### config.mk
export PLATFORM = sky130hd
export DESIGN_NAME = ca_despreader
export DESIGN_NICKNAME = d
export VERILOG_FILES = /design/src/rtl/ca_despreader_pkg.sv /design/src/rtl/ca_lfsr_pair.sv /design/src/rtl/ca_despreader.sv
export SDC_FILE = /design/constraint.sdc
export NUM_CORES = 1
export LEC_CHECK = 0
export CORE_UTILIZATION = 45
export CTS_BUF_LIST = sky130_fd_sc_hd__clkbuf_8
export DETAILED_ROUTE_END_ITERATION = 12
export PLACE_DENSITY = 0.66
export SYNTH_ARGS = -nofsm -noshare
export SYNTH_HDL_FRONTEND = slang
export SYNTH_SLANG_ARGS = --single-unit
### constraint.sdc
create_clock -name clk -period 8.76 [get_ports clk]
set_input_delay 1.752 -clock clk [delete_from_list [all_inputs] [get_ports clk]]
set_output_delay 1.752 -clock clk [all_outputs]
set_load 0.05 [all_outputs]
### src/rtl/ca_despreader_pkg.sv
// Shared constants, types and helpers for the C/A code despreader.
package ca_despreader_pkg;

    localparam int unsigned CODE_LEN   = 1023;
    localparam int unsigned LFSR_W     = 10;
    localparam int unsigned CHIP_IDX_W = 10;
    localparam int unsigned MATCH_W    = 11;
    localparam int unsigned CORR_W     = 12;

    // Bit i-1 set means stage i contributes to the feedback (stages numbered 1..10).
    localparam logic [LFSR_W-1:0] G1_TAPS = 10'b10_0000_0100;  // stages 3, 10
    localparam logic [LFSR_W-1:0] G2_TAPS = 10'b11_1010_0110;  // stages 2, 3, 6, 8, 9, 10

    typedef enum logic {
        StIdle,
        StRun
    } state_e;

    // Return stage `sel` (1..10) of an LFSR; any other selector reads as 0.
    function automatic logic tap_bit(input logic [LFSR_W-1:0] g, input logic [3:0] sel);
        logic r;
        r = 1'b0;
        for (int i = 1; i <= int'(LFSR_W); i++) begin
            if (sel == 4'(i)) begin
                r = g[i-1];
            end
        end
        return r;
    endfunction

endpackage

### src/rtl/ca_lfsr_pair.sv
// G1/G2 Gold-code generator pair with reload-to-all-ones, step enable and tap-selected chip.
module ca_lfsr_pair
    import ca_despreader_pkg::*;
(
    input  logic       clk,
    input  logic       rst,
    input  logic       load,
    input  logic       advance,
    input  logic [3:0] t0,
    input  logic [3:0] t1,
    output logic       chip
);

    logic [LFSR_W-1:0] g1_q, g1_d;
    logic [LFSR_W-1:0] g2_q, g2_d;

    // Next LFSR state: reload wins over a step; stages shift toward stage 10.
    always_comb begin
        g1_d = g1_q;
        g2_d = g2_q;
        if (load) begin
            g1_d = '1;
            g2_d = '1;
        end else if (advance) begin
            g1_d = {g1_q[LFSR_W-2:0], ^(g1_q & G1_TAPS)};
            g2_d = {g2_q[LFSR_W-2:0], ^(g2_q & G2_TAPS)};
        end
    end

    // LFSR registers, synchronous active-low reset to all-ones.
    always_ff @(posedge clk) begin
        if (!rst) begin
            g1_q <= '1;
            g2_q <= '1;
        end else begin
            g1_q <= g1_d;
            g2_q <= g2_d;
        end
    end

    assign chip = g1_q[LFSR_W-1] ^ tap_bit(g2_q, t0) ^ tap_bit(g2_q, t1);

endmodule

### src/rtl/ca_despreader.sv
// Hard-decision C/A code despreader: correlates received chips against a local
// Gold code over 1023-chip epochs and reports 2*matches-1023 per epoch.
module ca_despreader
    import ca_despreader_pkg::*;
#(
    parameter int unsigned EPOCH_W = 8
) (
    input  logic                     clk,
    input  logic                     rst,
    input  logic                     start,
    input  logic                     stop,
    input  logic [3:0]               t0,
    input  logic [3:0]               t1,
    input  logic                     rx_valid,
    input  logic                     rx_chip,
    input  logic                     slip,
    output logic                     busy,
    output logic signed [CORR_W-1:0] corr,
    output logic                     corr_valid,
    output logic [EPOCH_W-1:0]       epoch_cnt
);

    localparam logic [CHIP_IDX_W-1:0] LastChip = CHIP_IDX_W'(CODE_LEN - 1);

    state_e                  state_q, state_d;
    logic [CHIP_IDX_W-1:0]   chip_idx_q, chip_idx_d;
    logic [MATCH_W-1:0]      match_q, match_d;
    logic [3:0]              t0_q, t0_d;
    logic [3:0]              t1_q, t1_d;
    logic [CORR_W-1:0]       corr_q, corr_d;
    logic                    corr_valid_q, corr_valid_d;
    logic [EPOCH_W-1:0]      epoch_cnt_q, epoch_cnt_d;

    logic                    local_chip;
    logic                    lfsr_load;
    logic                    lfsr_adv;
    logic [MATCH_W-1:0]      match_inc;
    logic [CORR_W-1:0]       corr_calc;

    ca_lfsr_pair u_lfsr (
        .clk     (clk),
        .rst     (rst),
        .load    (lfsr_load),
        .advance (lfsr_adv),
        .t0      (t0_q),
        .t1      (t1_q),
        .chip    (local_chip)
    );

    // Match count including the chip on the bus, and the epoch result it would give.
    // 2*1023 fits in 12 bits, so modular subtraction yields the correct signed value.
    assign match_inc = match_q + MATCH_W'(rx_chip == local_chip);
    assign corr_calc = {match_inc, 1'b0} - CORR_W'(CODE_LEN);

    // FSM and accumulation: start beats everything, then stop, then chip counting.
    always_comb begin
        state_d      = state_q;
        chip_idx_d   = chip_idx_q;
        match_d      = match_q;
        t0_d         = t0_q;
        t1_d         = t1_q;
        corr_d       = corr_q;
        corr_valid_d = 1'b0;
        epoch_cnt_d  = epoch_cnt_q;
        lfsr_load    = 1'b0;
        lfsr_adv     = 1'b0;

        if (start) begin
            state_d     = StRun;
            chip_idx_d  = '0;
            match_d     = '0;
            t0_d        = t0;
            t1_d        = t1;
            epoch_cnt_d = '0;
            lfsr_load   = 1'b1;
        end else if (state_q == StRun) begin
            if (stop) begin
                state_d = StIdle;
            end else if (rx_valid && !slip) begin
                if (chip_idx_q == LastChip) begin
                    corr_d       = corr_calc;
                    corr_valid_d = 1'b1;
                    epoch_cnt_d  = epoch_cnt_q + EPOCH_W'(1);
                    chip_idx_d   = '0;
                    match_d      = '0;
                    lfsr_load    = 1'b1;
                end else begin
                    chip_idx_d = chip_idx_q + CHIP_IDX_W'(1);
                    match_d    = match_inc;
                    lfsr_adv   = 1'b1;
                end
            end
        end
    end

    // State registers with synchronous active-low reset.
    always_ff @(posedge clk) begin
        if (!rst) begin
            state_q      <= StIdle;
            chip_idx_q   <= '0;
            match_q      <= '0;
            t0_q         <= '0;
            t1_q         <= '0;
            corr_q       <= '0;
            corr_valid_q <= 1'b0;
            epoch_cnt_q  <= '0;
        end else begin
            state_q      <= state_d;
            chip_idx_q   <= chip_idx_d;
            match_q      <= match_d;
            t0_q         <= t0_d;
            t1_q         <= t1_d;
            corr_q       <= corr_d;
            corr_valid_q <= corr_valid_d;
            epoch_cnt_q  <= epoch_cnt_d;
        end
    end

    assign busy       = (state_q == StRun);
    assign corr       = corr_q;
    assign corr_valid = corr_valid_q;
    assign epoch_cnt  = epoch_cnt_q;

endmodule

After elaboration in Yosys (flattened, before gate mapping)

Cells that the tools add are included.

Add/sub/neg operators: 4
Equal/unequal tests: 22
Muxes and demuxes: 35
Bitwise operators: 5
Reductions and logical operators: 9

Operator list:

| kind                     | count |
|---|---|
| $mux W1                  | 33 |
| $eq A4 B3 Y1 const B     | 8 |
| $eq A4 B4 Y1 const B     | 6 |
| $reduce_xor A10 Y1       | 2 |
| $eq A4 B2 Y1 const B     | 4 |
| $sub A12 B10 Y12 const B | 1 |
| $add A11 B1 Y11          | 1 |
| $mux W11                 | 1 |
| $add A10 B1 Y10 const B  | 1 |
| $eq A10 B10 Y1 const B   | 1 |
| $mux W10                 | 1 |
| $add A8 B1 Y8 const B    | 1 |
| $eq A4 B1 Y1 const B     | 2 |
| $reduce_and A5 Y1        | 1 |
| $reduce_and A4 Y1        | 1 |
| $reduce_or A2 Y1         | 2 |
| $not A1 Y1               | 3 |
| $reduce_and A3 Y1        | 1 |
| $xor A1 B1 Y1            | 2 |
| $eq A1 B1 Y1             | 1 |
| $logic_and A1 B1 Y1      | 1 |
| $logic_not A1 Y1         | 1 |

Register bits: 71
Input bits: 15
Output and inout bits: 22
Logic and storage cells: 85

Depth between registers and ports, before layout

Gate-level depths: netlist of the first run.

Depth after elaboration: 16
Depth in mapped cells: 13
Depth with buffers taken out: 12

Cells and area by module

From an unflattened synthesis of the first run, not the netlist that was laid out.

Cells, all modules: 362
Area, all modules: 3240.6 um2

Modules (own cells, without submodules):

| module        | instances | cells an instance | area each (um2) | seq. area each (um2) |
|---|---|---|---|---|
| ca_despreader | 1         | 260               | 2290.9          | 1021.0 |
| ca_lfsr_pair  | 1         | 102               | 949.7           | 400.4 |

Worst setup path before layout of the first run

No wires, ideal clock.

Path type: input-to-reg
Start point: input port rx_chip
End point: register corr_q[11], in the netlist corr[11]
Setup time: 0.122 ns
Arrival: 3.427 ns
Required time: 8.638 ns
Path slack: 5.210 ns
Cell stages on the path: 8
Buffers on the path: 0
Path through: xnor2_1 > xnor3_1 > ha_1 > nand2_1 > or4_1 > a31o_2 > nand3_1 > a21boi_1

Longest elaborated chain between the ends: 3

RTL lines:

| what                   | RTL line             | RTL |
|---|---|---|
| start: declaration     | ca_despreader.sv:15  | `input logic rx_chip,` |
| $eq A1 B1 Y1           | ca_despreader.sv:52  | `assign match_inc = match_q + MATCH_W'(rx_chip == local_chip);` |
| $add A11 B1 Y11        | ca_despreader.sv:52  |  |
| $sub A12 B10 Y12       | ca_despreader.sv:53  | `assign corr_calc = {match_inc, 1'b0} - CORR_W'(CODE_LEN);` |
| end signal: assignment | ca_despreader.sv:113 | `corr_q <= corr_d;` |
| end: declaration       | ca_despreader.sv:30  | `logic [CORR_W-1:0] corr_q, corr_d;` |

No other way between the ends.
A chain may end at the register's enable or synchronous reset.

Worst setup path in the final report of the first run

Start point: input port stop
End point: register u_lfsr.g1_q[0]

Longest elaborated chain between the ends: 4
Elaborated cells between the ends (all ways): 7
Classes of those cells: mux: 6; reduce/logical: 1

RTL lines:

| what                       | RTL line            | RTL |
|---|---|---|
| start: declaration         | ca_despreader.sv:11 | `input logic stop,` |
| $mux W1                    | --                  |  |
| $mux W1                    | ca_despreader.sv:76 | `end else if (state_q == StRun) begin` |
| $mux W1                    | ca_despreader.sv:68 | `if (start) begin` |
| $reduce_or A2 Y1 (no line) | --                  |  |
| end signal: assignment     | ca_lfsr_pair.sv:36  | `g1_q <= g1_d;` |
| end: declaration           | ca_lfsr_pair.sv:14  | `logic [LFSR_W-1:0] g1_q, g1_d;` |

Parallel ways exist; a longest one is shown, timed or not.

==> impl_results.md, run 1 <==
- Final period util: 0.459
- Synthesized area per cell: 8.95 um2
- Initial antenna violation count: 0
- Met2 Usage GRT: 0.295
- Vias per cell: 5.29
- Crit path capture type: flip-flop
- Clock Power Share: 0.389
- Hold crit path type: reg2reg
- Switching power share of the total: 0.240
- Clock sink count: 71
- CTS tree: yes
- Inserted Diodes: 0
- # rows: 30
- H-Tree Level Count: 3
- Drt drc: 0
- Area of the multi-input gates: 1750 um2
- Worst Skew: 0.00638 ns
- RSZ-0062 raised after global routing: false
- Port bufs: 36
- Synth Cell Area: 3280 um2
- Fin. Hold Viols: 0
- GRT Util Overall: 0.199
- Post-synth ARST share: 0
- Lkg Pwr: 0.00144 uW
- P per Cell Area: 154 nW/um2
- Logic pwr share: 0.058
- Layout cells sized above 1: 0.0650
- Worst R2R Path Depth: 12
- Setup ws final: 4.74 ns
- Max-Cap Viols: 0
- Cts repair resizes: 0
- Yosys warns: 0
- Layout fillers: 669
- Starting Density: 0.474
- Die Ht: 87.3 um
- Hold-fix buffers, CTS: 0
- Overflow after GRT: 0
- R2r startpoint: t0_q[0]
- Crit Reg-Reg Endpoint: match_q[8]
- Pin count of the biggest net entering global routing: 24
- Largest area contributor in the netlist: dfxtp_1
- Core Util, Final: 0.559
- Synthesis-stage register bit count: 71
- TritonCTS Buffers: 9
- Vias: 2,622
- Synth Instances: 366
- Aggregate negative setup slack: 0 ns
- Synth top area share: 0.434
- Initial drt markers: 114
- Top Ports: 37
- Worst EP arrival: 4.22 ns
- CP Class: in2reg
- Critical Path Source: stop
- Critical path startpoint category: input pin
- Most frequent cell after synthesis: dfxtp_1
- DP Wirelength: 4.60 mm
- Seq. cell area: 1420 um2
- Total core area: 6910 um2
- Vias in the first global route: 2,429
- Area contributors post-synth: dfxtp_1, nand2_1, mux2i_1
- Commonest cells post-synth: dfxtp_1, nand2_1, nor2_1
- Area grow syn2layout: 17.8%
- Crit path capture: u_lfsr.g1_q[0]
- Met1 global-route usage: 0.278
- Placement Cell Area: 3690 um2
- Net Switching: 143 uW
- Fin nets: 416
- Synth unique cells: 46
- Status: finished, final reports clean
- Postcts setup bufs: 0
- 1st-pass router iterations: 4
- Dominant synthesized flop cell: dfxtp_1
- Seq pwr share: 0.553
- Gpl congestion: 0.879
- Antenna-violating nets left: 0
- Pwr Total: 595 uW
- DIE AREA: 7630 um2
- Relative slew slack: 0.319
- Total wire length: 6.84 mm
- Number of synthesized flops with an enable pin: 0
- Gr busiest metal: met2
- Final min period: 4.02 ns
- Die width: 87.3 um
- Cell internal pwr: 452 uW
- First-pass GRT wire length: 11.7 mm
- Max Clk Rate: 249 MHz
- Clock root buffer: clkbuf_8
- Max Slew Vio Count: 0
- Final non-filler cell area: 3860 um2
- Worst Tran Pin Value: 1.02 ns
- Maximum vdd drop: 0.0929 mV
- Setup violations, final: 0
- Clk buf depth: 2
- WHS Path Cells: 2
- Worst Path Max Fanout: 22
- Clk Latency, worst-skew pair: 0.35 ns
- Reg-to-reg slack, setup: 5.56 ns
- Mapped Nets: 386
- Worst-path clk slew: 0.08 ns
- Grt met3 use: 0.0370
- Pre-CTS setup slack: 4.36 ns
- CP Data Required Time: 8.97 ns
- Post-synthesis sequential area ratio: 0.434
- WL per Instance: 13.8 um
==> kinds of logic after synthesis <==
kind of cell             Yosys count  share of synthesized area
flip-flops                        71                      0.434
adder cells (fa/ha/maj)            5                     0.0191
AND/OR/NAND/NOR                  171                      0.273
XOR/XNOR                          25                     0.0710
AO/OA/AOI/OAI                     50                      0.100
buffers and inverters             23                     0.0309
multiplexers                      21                     0.0722
==> critical path, stage by stage <==
cell and delay (ns):
clkdlybuf4s50_1 0.44, nand4bb_1 0.63, a31oi_1 0.39, buf_4 0.26
nand2b_1 0.43, nand2_1 0.21, o211ai_1 0.10
==> worst min path at each step <==
stage	start	end	slack, ns
3_5_place_dp	u_lfsr.g1_q[7]	u_lfsr.g1_q[7]	0.45
2_1_floorplan	u_lfsr.g1_q[0]	u_lfsr.g1_q[1]	0.44
4_1_cts	u_lfsr.g1_q[6]	u_lfsr.g1_q[7]	0.47
3_3_place_gp	u_lfsr.g1_q[3]	u_lfsr.g1_q[4]	0.45
5_1_grt	corr[0]	corr[0]	0.49
6_report	u_lfsr.g1_q[6]	u_lfsr.g1_q[7]	0.47
==> power by group through the flow <==
stage          registers, uW  logic, uW  clock network [uW]
5_1_grt                  330       38.0                 252
3_5_place_dp             337       35.1                   0
2_1_floorplan            336       22.8                   0
3_3_place_gp             337       34.6                   0
4_1_cts                  329       35.1                 238
6_report                 329       34.5                 231
==> final cells by class <==
class | instances | area share
multi-input cells | 272 | 0.455
clock buffers | 10 | 0.0357
inverters | 4 | 0.00389
clock inverters | 5 | 0.00908
repair buffers | 38 | 0.0973
well taps | 96 | 0.0311
flip-flops and latches | 71 | 0.368
==> sequential cells by signal (all words and copies together), names as in the netlist <==
name         count
corr            12
match_q         11
chip_idx_q      10
u_lfsr.g1_q     10
u_lfsr.g2_q     10
epoch_cnt        8
t0_q             4
t1_q             4
busy             1
corr_valid       1
==> placed cells by master (no fill, tap or decap), types with 2 or more instances in the layout <==
master	netlist	final
inv_1	4	4
nand2_1	58	58
mux2i_1	18	18
a22oi_1	6	6
nor2b_1	15	15
mux4_2	2	2
dfxtp_1	71	71
clkinv_2	0	2
clkbuf_8	0	10
nand3b_1	7	7
o211ai_1	3	3
a31oi_1	2	2
a21oi_1	12	12
and2_1	2	2
nor2_1	26	26
o21a_1	2	2
xor2_1	6	6
buf_4	2	2
xnor2_1	18	18
ha_1	5	5
a311oi_1	2	2
nor3_2	2	2
nand3_1	25	25
or3_1	5	5
and4_1	3	3
o211a_1	5	5
clkdlybuf4s50_1	0	36
o21ai_0	13	13
clkinv_4	0	2
nand2b_1	4	4
nand4_1	10	10
nor3_1	6	6
==> through the flow <==
stage	cells	hold WS, ns
after global routing	496	0.493
after detailed placement	481	0.454
after floorplan	366	0.440
final	496	0.468
after global placement	481	0.452
after CTS	496	0.474
==> layer usage <==
| metal | vias up | share of wire |
|---|---|---|
| met4 | 0 | 0.015 |
| met3 | 11 | 0.033 |
| met1 | 1221 | 0.52 |
| met2 | 49 | 0.43 |
| met5 | - | 0 |
| li1 | 1341 | - |
Note: power is estimated with default switching activity, not from simulation.
==> run 2, diff against run 1 <==
==> constraint.sdc (replaced) <==
create_clock -name clk -period 4.1 [get_ports clk]
set_input_delay 0.82 -clock clk [delete_from_list [all_inputs] [get_ports clk]]
set_output_delay 0.82 -clock clk [all_outputs]
set_load 0.05 [all_outputs]
==> run 2 against run 1 <==
Against the previous run:
- via count up 2.5%
- critical path depth grew 4
- sequential cell count unchanged
- total power is 130% higher
- utilization increased by 1.1 points
- die area did not move
- wire length rose by 1.9%
- first-iteration DRC count fell by 18%
- combinational power up 120%
- critical path type is now reg2reg
==> impl_results.md, run 2 (synthesis gave the netlist of run 1 again) <==
- Vias in the first global route: 2,479 (+2.1%)
- Max-Cap Viols: 0 (unchanged)
- Metal3 WL: 250 um (+11%)
- Placement Cell Area: 3720 um2 (+1.0%)
- Max Clk Rate: 320 MHz
- Initial drt markers: 94 (-18%)
- RSZ-0062 raised after global routing: false
- H-Tree Level Count: 3 (unchanged)
- Critical path startpoint category: flip-flop
- Antenna-violating nets left: 0 (unchanged)
- Most frequent cells in the layout: dfxtp_1, nand2_1, clkdlybuf4s50_1, nor2_1, nand3_1
- Worst-path clk slew: 0.08 ns (about the same)
- WL per Instance: 13.9 um (+0.91%)
- Most frequent CP cell: ha_1
- # rows: 30 (unchanged)
- TritonCTS Buffers: 9 (unchanged)
- Clock sink count: 71 (unchanged)
- CP Class: reg2reg
- Maximum vdd drop: 0.201 mV (+120%)
- Die Ht: 87.3 um (unchanged)
- P per Cell Area: 353 nW/um2 (+130%)
- First-pass GRT wire length: 11.9 mm (+2.1%)
- Relative slew slack: 0.462 (+0.143)
- Seq. cell area: 1420 um2 (unchanged)
- Worst Skew: 0.00947 ns (+0.00308 ns)
- Overflow after GRT: 0 (unchanged)
- Starting Density: 0.474 (unchanged)
- Max reg flops: 12 (unchanged)
- Final min period: 3.13 ns
- Port bufs: 36 (unchanged)
- Crit path capture type: flip-flop
- Final period util: 0.763
- Metal2 WL: 3.08 mm (+4.1%)
- Die width: 87.3 um (unchanged)
- Total wire length: 6.97 mm (+1.9%)
- CP Data Required Time: 4.34 ns (-4.63 ns)
- CTS tree: yes
- Cts repair resizes: 0 (unchanged)
- Layout fillers: 642 (-4.0%)
- Commonest non-fill, non-tap cell in the layout: dfxtp_1
- DIE AREA: 7630 um2 (unchanged)
- 1st-pass router iterations: 4 (unchanged)
- Crit-path slowest cell: dfxtp_1
- Gpl congestion: 0.867 (-1.3%)
- Hold crit path type: reg2reg
- Clock root buffer: clkbuf_8
- Worst EP arrival: 3.37 ns (-0.85 ns)
- Drt drc: 0 (unchanged)
- Hold-fix buffers, CTS: 0 (unchanged)
- Inserted Diodes: 0 (unchanged)
- Status: finished, final reports clean
- Top sig layer: met4
- Clk buf depth: 2 (unchanged)
- Setup violations, final: 0 (unchanged)
- Area grow syn2layout: 20.1%
- Worst Path Max Fanout: 7 (-68%)
- DP Wirelength: 4.57 mm (-0.79%)
- Fin nets: 421 (+1.2%)
- Final non-filler cell area: 3940 um2 (+2.0%)
- CP peak stage delay: 0.52 ns (-0.11 ns)
- Aggregate negative setup slack: 0 ns (unchanged)
- Max Slew Vio Count: 0 (unchanged)
- Postcts setup bufs: 0 (unchanged)
- Total core area: 6910 um2 (unchanged)
- Reg-to-reg slack, setup: 0.97 ns (-4.59 ns)
- Lkg Pwr: 0.00149 uW (+3.2%)
- Vias: 2,688 (+2.5%)
- Crit-path cells: mux2i_1 > mux4_2 > o21ai_0 > xnor3_1 > ha_1 > ha_1 > and4_1 > nand4_1 > xnor2_1 > a22oi_1 > nor2_1
- Fin. Hold Viols: 0 (unchanged)
- Layout cells sized above 1: 0.0716 (+0.00660)
- Vias per cell: 5.37 (+1.5%)
- Clk Latency, worst-skew pair: 0.35 ns (about the same)
- GRT Util Overall: 0.201 (+0.00250)
- Top Ports: 37 (unchanged)
- Initial antenna violation count: 0 (unchanged)
- Wire length on met1: 3.50 mm (-1.2%)
- Pin count of the biggest net entering global routing: 24 (unchanged)
- Core Util, Final: 0.570 (+0.0112)
- Worst Tran Pin Value: 0.807 ns (-0.209 ns)
- Area of the multi-input gates: 1750 um2 (unchanged)
run 2: cell count changes in the layout (fill, tap and decap cells not counted):
| cell | before | now |
|---|---|---|
| buf_4 | 2 | 7 |
| bufinv_16 | 0 | 2 |
| clkinv_2 | 2 | 0 |
| clkinv_4 | 2 | 0 |
| inv_1 | 4 | 6 |
run 2: report_power, final:
| part | total (uW) | switching, uW | internal, uW | leakage (uW) |
|---|---|---|---|---|
| Clock | 609 | 257 | 352 | 0.000111 |
| Sequential | 703 | 7.50 | 696 | 0.000575 |
| Combinational | 76.7 | 36.0 | 40.6 | 0.000806 |
| Total | 1390 | 301 | 1090 | 0.00149 |
run 2: critical path: cells and delay by family, from the launching register on:
family | cells | cell delay [ns]
flops | 1 | 0.52
fa+ha+maj | 2 | 0.58
simple gates | 3 | 0.52
compound gates | 2 | 0.42
xor+xnor | 2 | 0.36
mux | 2 | 0.61
run 2: per-layer routing:
| metal | GRT usage | vias to the layer above |
|---|---|---|
| li1 | - | 1346 |
| met1 | 0.270 | 1274 |
| met2 | 0.314 | 59 |
| met3 | 0.0370 | 9 |
| met4 | 0.0924 | 0 |
| met5 | 0 | - |
run 2: per-stage QoR:
step                total power, uW  std cells  hold slack [ns]  worst slack, ns
finish                         1390        501            0.466            0.970
detailed placement              796        486            0.452            0.824
global placement                796        486            0.448            0.859
global route                   1440        501            0.492            0.666
CTS                            1400        501            0.471            0.988
floorplan                       767        366            0.440             1.33
run 2: final timing paths:
check                 startpoint             end  cells past startpoint
setup / recovery         t1_q[1]      match_q[8]                     11
setup reg to reg         t1_q[1]      match_q[8]                     11
hold / removal    u_lfsr.g1_q[4]  u_lfsr.g1_q[5]                      2
hold reg to reg   u_lfsr.g1_q[4]  u_lfsr.g1_q[5]                      2
run 2: area by class of cell:
cell class | instances | share of cell area
inverters | 4 | 0.00381
well taps | 96 | 0.0305
clock inverters | 5 | 0.0191
multi-input cells | 272 | 0.446
repair buffers | 43 | 0.105
flip-flops and latches | 71 | 0.361
clock buffers | 10 | 0.0350
==> run 3, diff against run 2 <==
==> constraint.sdc (replaced) <==
create_clock -name clk -period 3.1 [get_ports clk]
set_input_delay 0.62 -clock clk [delete_from_list [all_inputs] [get_ports clk]]
set_output_delay 0.62 -clock clk [all_outputs]
set_load 0.05 [all_outputs]
==> run 3 against run 2 <==
Against the previous run:
- sequential power is 32% higher
- sequential cell count stayed put
- utilization is 0.43 points higher
- global-route usage is 0.42 points lower
- final cell count is 1.0% higher
==> impl_results.md, run 3 (synthesis gave the netlist of run 1 again) <==
- Seq pwr share: 0.527 (+0.021)
- Critical path startpoint category: flip-flop
- RSZ-0062 raised after global routing: false
- Aggregate negative setup slack: 0 ns (unchanged)
- Post-Layout Cell Count: 506 (+1.0%)
- Core Util, Final: 0.574 (+0.00435)
- Worst Tran Pin Value: 0.815 ns (+0.00725 ns)
- Initial drt markers: 112 (+19%)
- Die width: 87.3 um (unchanged)
- Total core area: 6910 um2 (unchanged)
- Pin count of the biggest net entering global routing: 24 (unchanged)
- Seq. cell area: 1420 um2 (about the same)
- Max Clk Rate: 352 MHz (+10%)
- R2r startpoint: t0_q[0]
- Max Slew Vio Count: 0 (unchanged)
- Final period util: 0.916 (+0.152)
- Vias per cell: 5.23 (-2.5%)
- Cells after DPL: 490 (+0.82%)
- Die Ht: 87.3 um (unchanged)
- Fin nets: 425 (+0.95%)
- Postcts setup bufs: 0 (unchanged)
- Antenna-violating nets left: 0 (unchanged)
- Final min period: 2.84 ns (-0.291 ns)
- Worst EP arrival: 3.08 ns (-0.29 ns)
- Area grow syn2layout: 21.0%
- DP Wirelength: 4.62 mm (+1.1%)
- # rows: 30 (unchanged)
- Crit path capture type: flip-flop
- Clk Latency, worst-skew pair: 0.34 ns (about the same)
- Commonest non-fill, non-tap cell in the layout: dfxtp_1
- Max-Cap Viols: 0 (unchanged)
- H-Tree Level Count: 3 (unchanged)
- Vias in the first global route: 2,393 (-3.5%)
- Worst R2R Path Depth: 11 (unchanged)
- Setup violations, final: 0 (unchanged)
- Status: finished, final reports clean
- CP Data Required Time: 3.34 ns (-1.00 ns)
- 1st-pass router iterations: 4 (unchanged)
- Total wire length: 6.78 mm (-2.6%)
- Max reg flops: 12 (unchanged)
- CP Class: reg2reg
- DIE AREA: 7630 um2 (unchanged)
- Logic pwr share: 0.060 (+0.005)
- Top Ports: 37 (unchanged)
- Gpl congestion: 0.833 (-3.9%)
- Layout cells sized above 1: 0.0951 (+0.0235)
- Fin. Hold Viols: 0 (unchanged)
- Switching power share of the total: 0.226 (+0.00930)
- Reg-to-reg slack, setup: 0.26 ns (-0.71 ns)
- Placement Cell Area: 3750 um2 (+0.81%)
- Clock Power Share: 0.413 (-0.026)
- Final non-filler cell area: 3970 um2 (+0.76%)
- Vias: 2,646 (-1.6%)
- Crit Reg-Reg Endpoint: corr[11]
- CTS tree: yes
- Inserted Diodes: 0 (unchanged)
- Overflow after GRT: 0 (unchanged)
- Starting Density: 0.474 (unchanged)
- Most frequent cells in the layout: dfxtp_1, nand2_1, clkdlybuf4s50_1, nor2_1, nand3_1
- Relative slew slack: 0.457 (-0.00484)
- Port bufs: 36 (unchanged)
- Clock root buffer: clkbuf_8
- TritonCTS Buffers: 9 (unchanged)
- WHS Path Cells: 2 (unchanged)
- WL per Instance: 13.4 um (-3.6%)
- Worst Hold Endpoint: u_lfsr.g1_q[2]
- First-pass GRT wire length: 11.4 mm (-3.8%)
- Maximum vdd drop: 0.224 mV (+12%)
- Clk buf depth: 2 (unchanged)
- Clock sink count: 71 (unchanged)
- Cell internal pwr: 1360 uW (+25%)
- GRT Util Overall: 0.197 (-0.00422)
- Area of the multi-input gates: 1770 um2 (+0.78%)
- P per Cell Area: 445 nW/um2 (+26%)
- Hold crit path type: reg2reg
- Hold Startpoint: u_lfsr.g1_q[1]
- Initial antenna violation count: 0 (unchanged)
- Lkg Pwr: 0.00150 uW (+0.33%)
- Worst Path Max Fanout: 6 (-1)
- Layout fillers: 649 (+1.1%)
- Worst Skew: 0.00634 ns (-0.00312 ns)
- Drt drc: 0 (unchanged)
- Worst-path clk slew: 0.07 ns (about the same)
- Net Switching: 398 uW (+32%)
==> run 3: changes by cell type in the layout (fill, tap and decap cells not counted), sizes merged <==
cell / before / now
inv: 6 / 4
buf: 7 / 11
clkinv: 0 / 3
bufinv: 2 / 1
clkinvlp: 1 / 2
==> run 3: final cells by class <==
class                           instances  area share
Multi-Input combinational cell        272       0.446
Timing Repair Buffer                   47       0.112
Sequential cell                        71       0.359
Tap cell                               96      0.0303
Clock buffer                           10      0.0347
Inverter                                4     0.00379
Clock inverter                          6      0.0151
==> run 3: timing repair <==
item | CTS | global route
setup endpoints to repair | 0 | 7
resized for setup | 0 | 5
hold buffers | 0 | 0
==> run 3: power groups by stage <==
stage                     clock network (uW)  registers (uW)  logic [uW]
final                                    728             930         106
after global routing                     793             931         115
after CTS                                752             929         106
after detailed placement                   0             950         106
after global placement                     0             950         104
after floorplan                            0             950        64.3
==> run 3: per-layer routing <==
metal / global-route usage / vias to the layer above / share of wire
li1: - / 1356 / -
met1: 0.272 / 1228 / 0.51
met2: 0.293 / 53 / 0.43
met3: 0.0389 / 9 / 0.038
met4: 0.0984 / 0 / 0.018
met5: 0 / - / 0
==> run 3: how the worst max path moves through the flow <==
| stage | from | end | slack [ns] | cells past startpoint |
|---|---|---|---|---|
| floorplan | t0_q[0] | corr[9] | 0.33 | 12 |
| global placement | rx_chip | match_q[8] | 0.10 | 10 |
| detailed placement | rx_chip | match_q[8] | 0.04 | 10 |
| CTS | t0_q[0] | match_q[8] | 0.09 | 12 |
| global route | t0_q[0] | match_q[8] | 0.02 | 12 |
| finish | t0_q[0] | corr[11] | 0.26 | 11 |
==> run 3: worst max-delay path: stages, from the launching register on <==
cell and delay (ns):
dfxtp_2 0.38, mux4_2 0.50, nor2_1 0.09, a311oi_1 0.05, a31oi_1 0.20, xnor3_1 0.26
ha_1 0.23, nand2_1 0.08, or4_1 0.53, a31o_2 0.27, nand3_1 0.07, a21boi_1 0.06
==> run 3: stage by stage <==
step | setup slack (ns) | total power [uW] | hold slack [ns]
after floorplan | 0.329 | 1010 | 0.440
after global placement | 0.102 | 1050 | 0.448
after detailed placement | 0.0429 | 1060 | 0.452
after CTS | 0.0871 | 1790 | 0.475
after global routing | 0.0198 | 1840 | 0.497
final | 0.261 | 1760 | 0.469
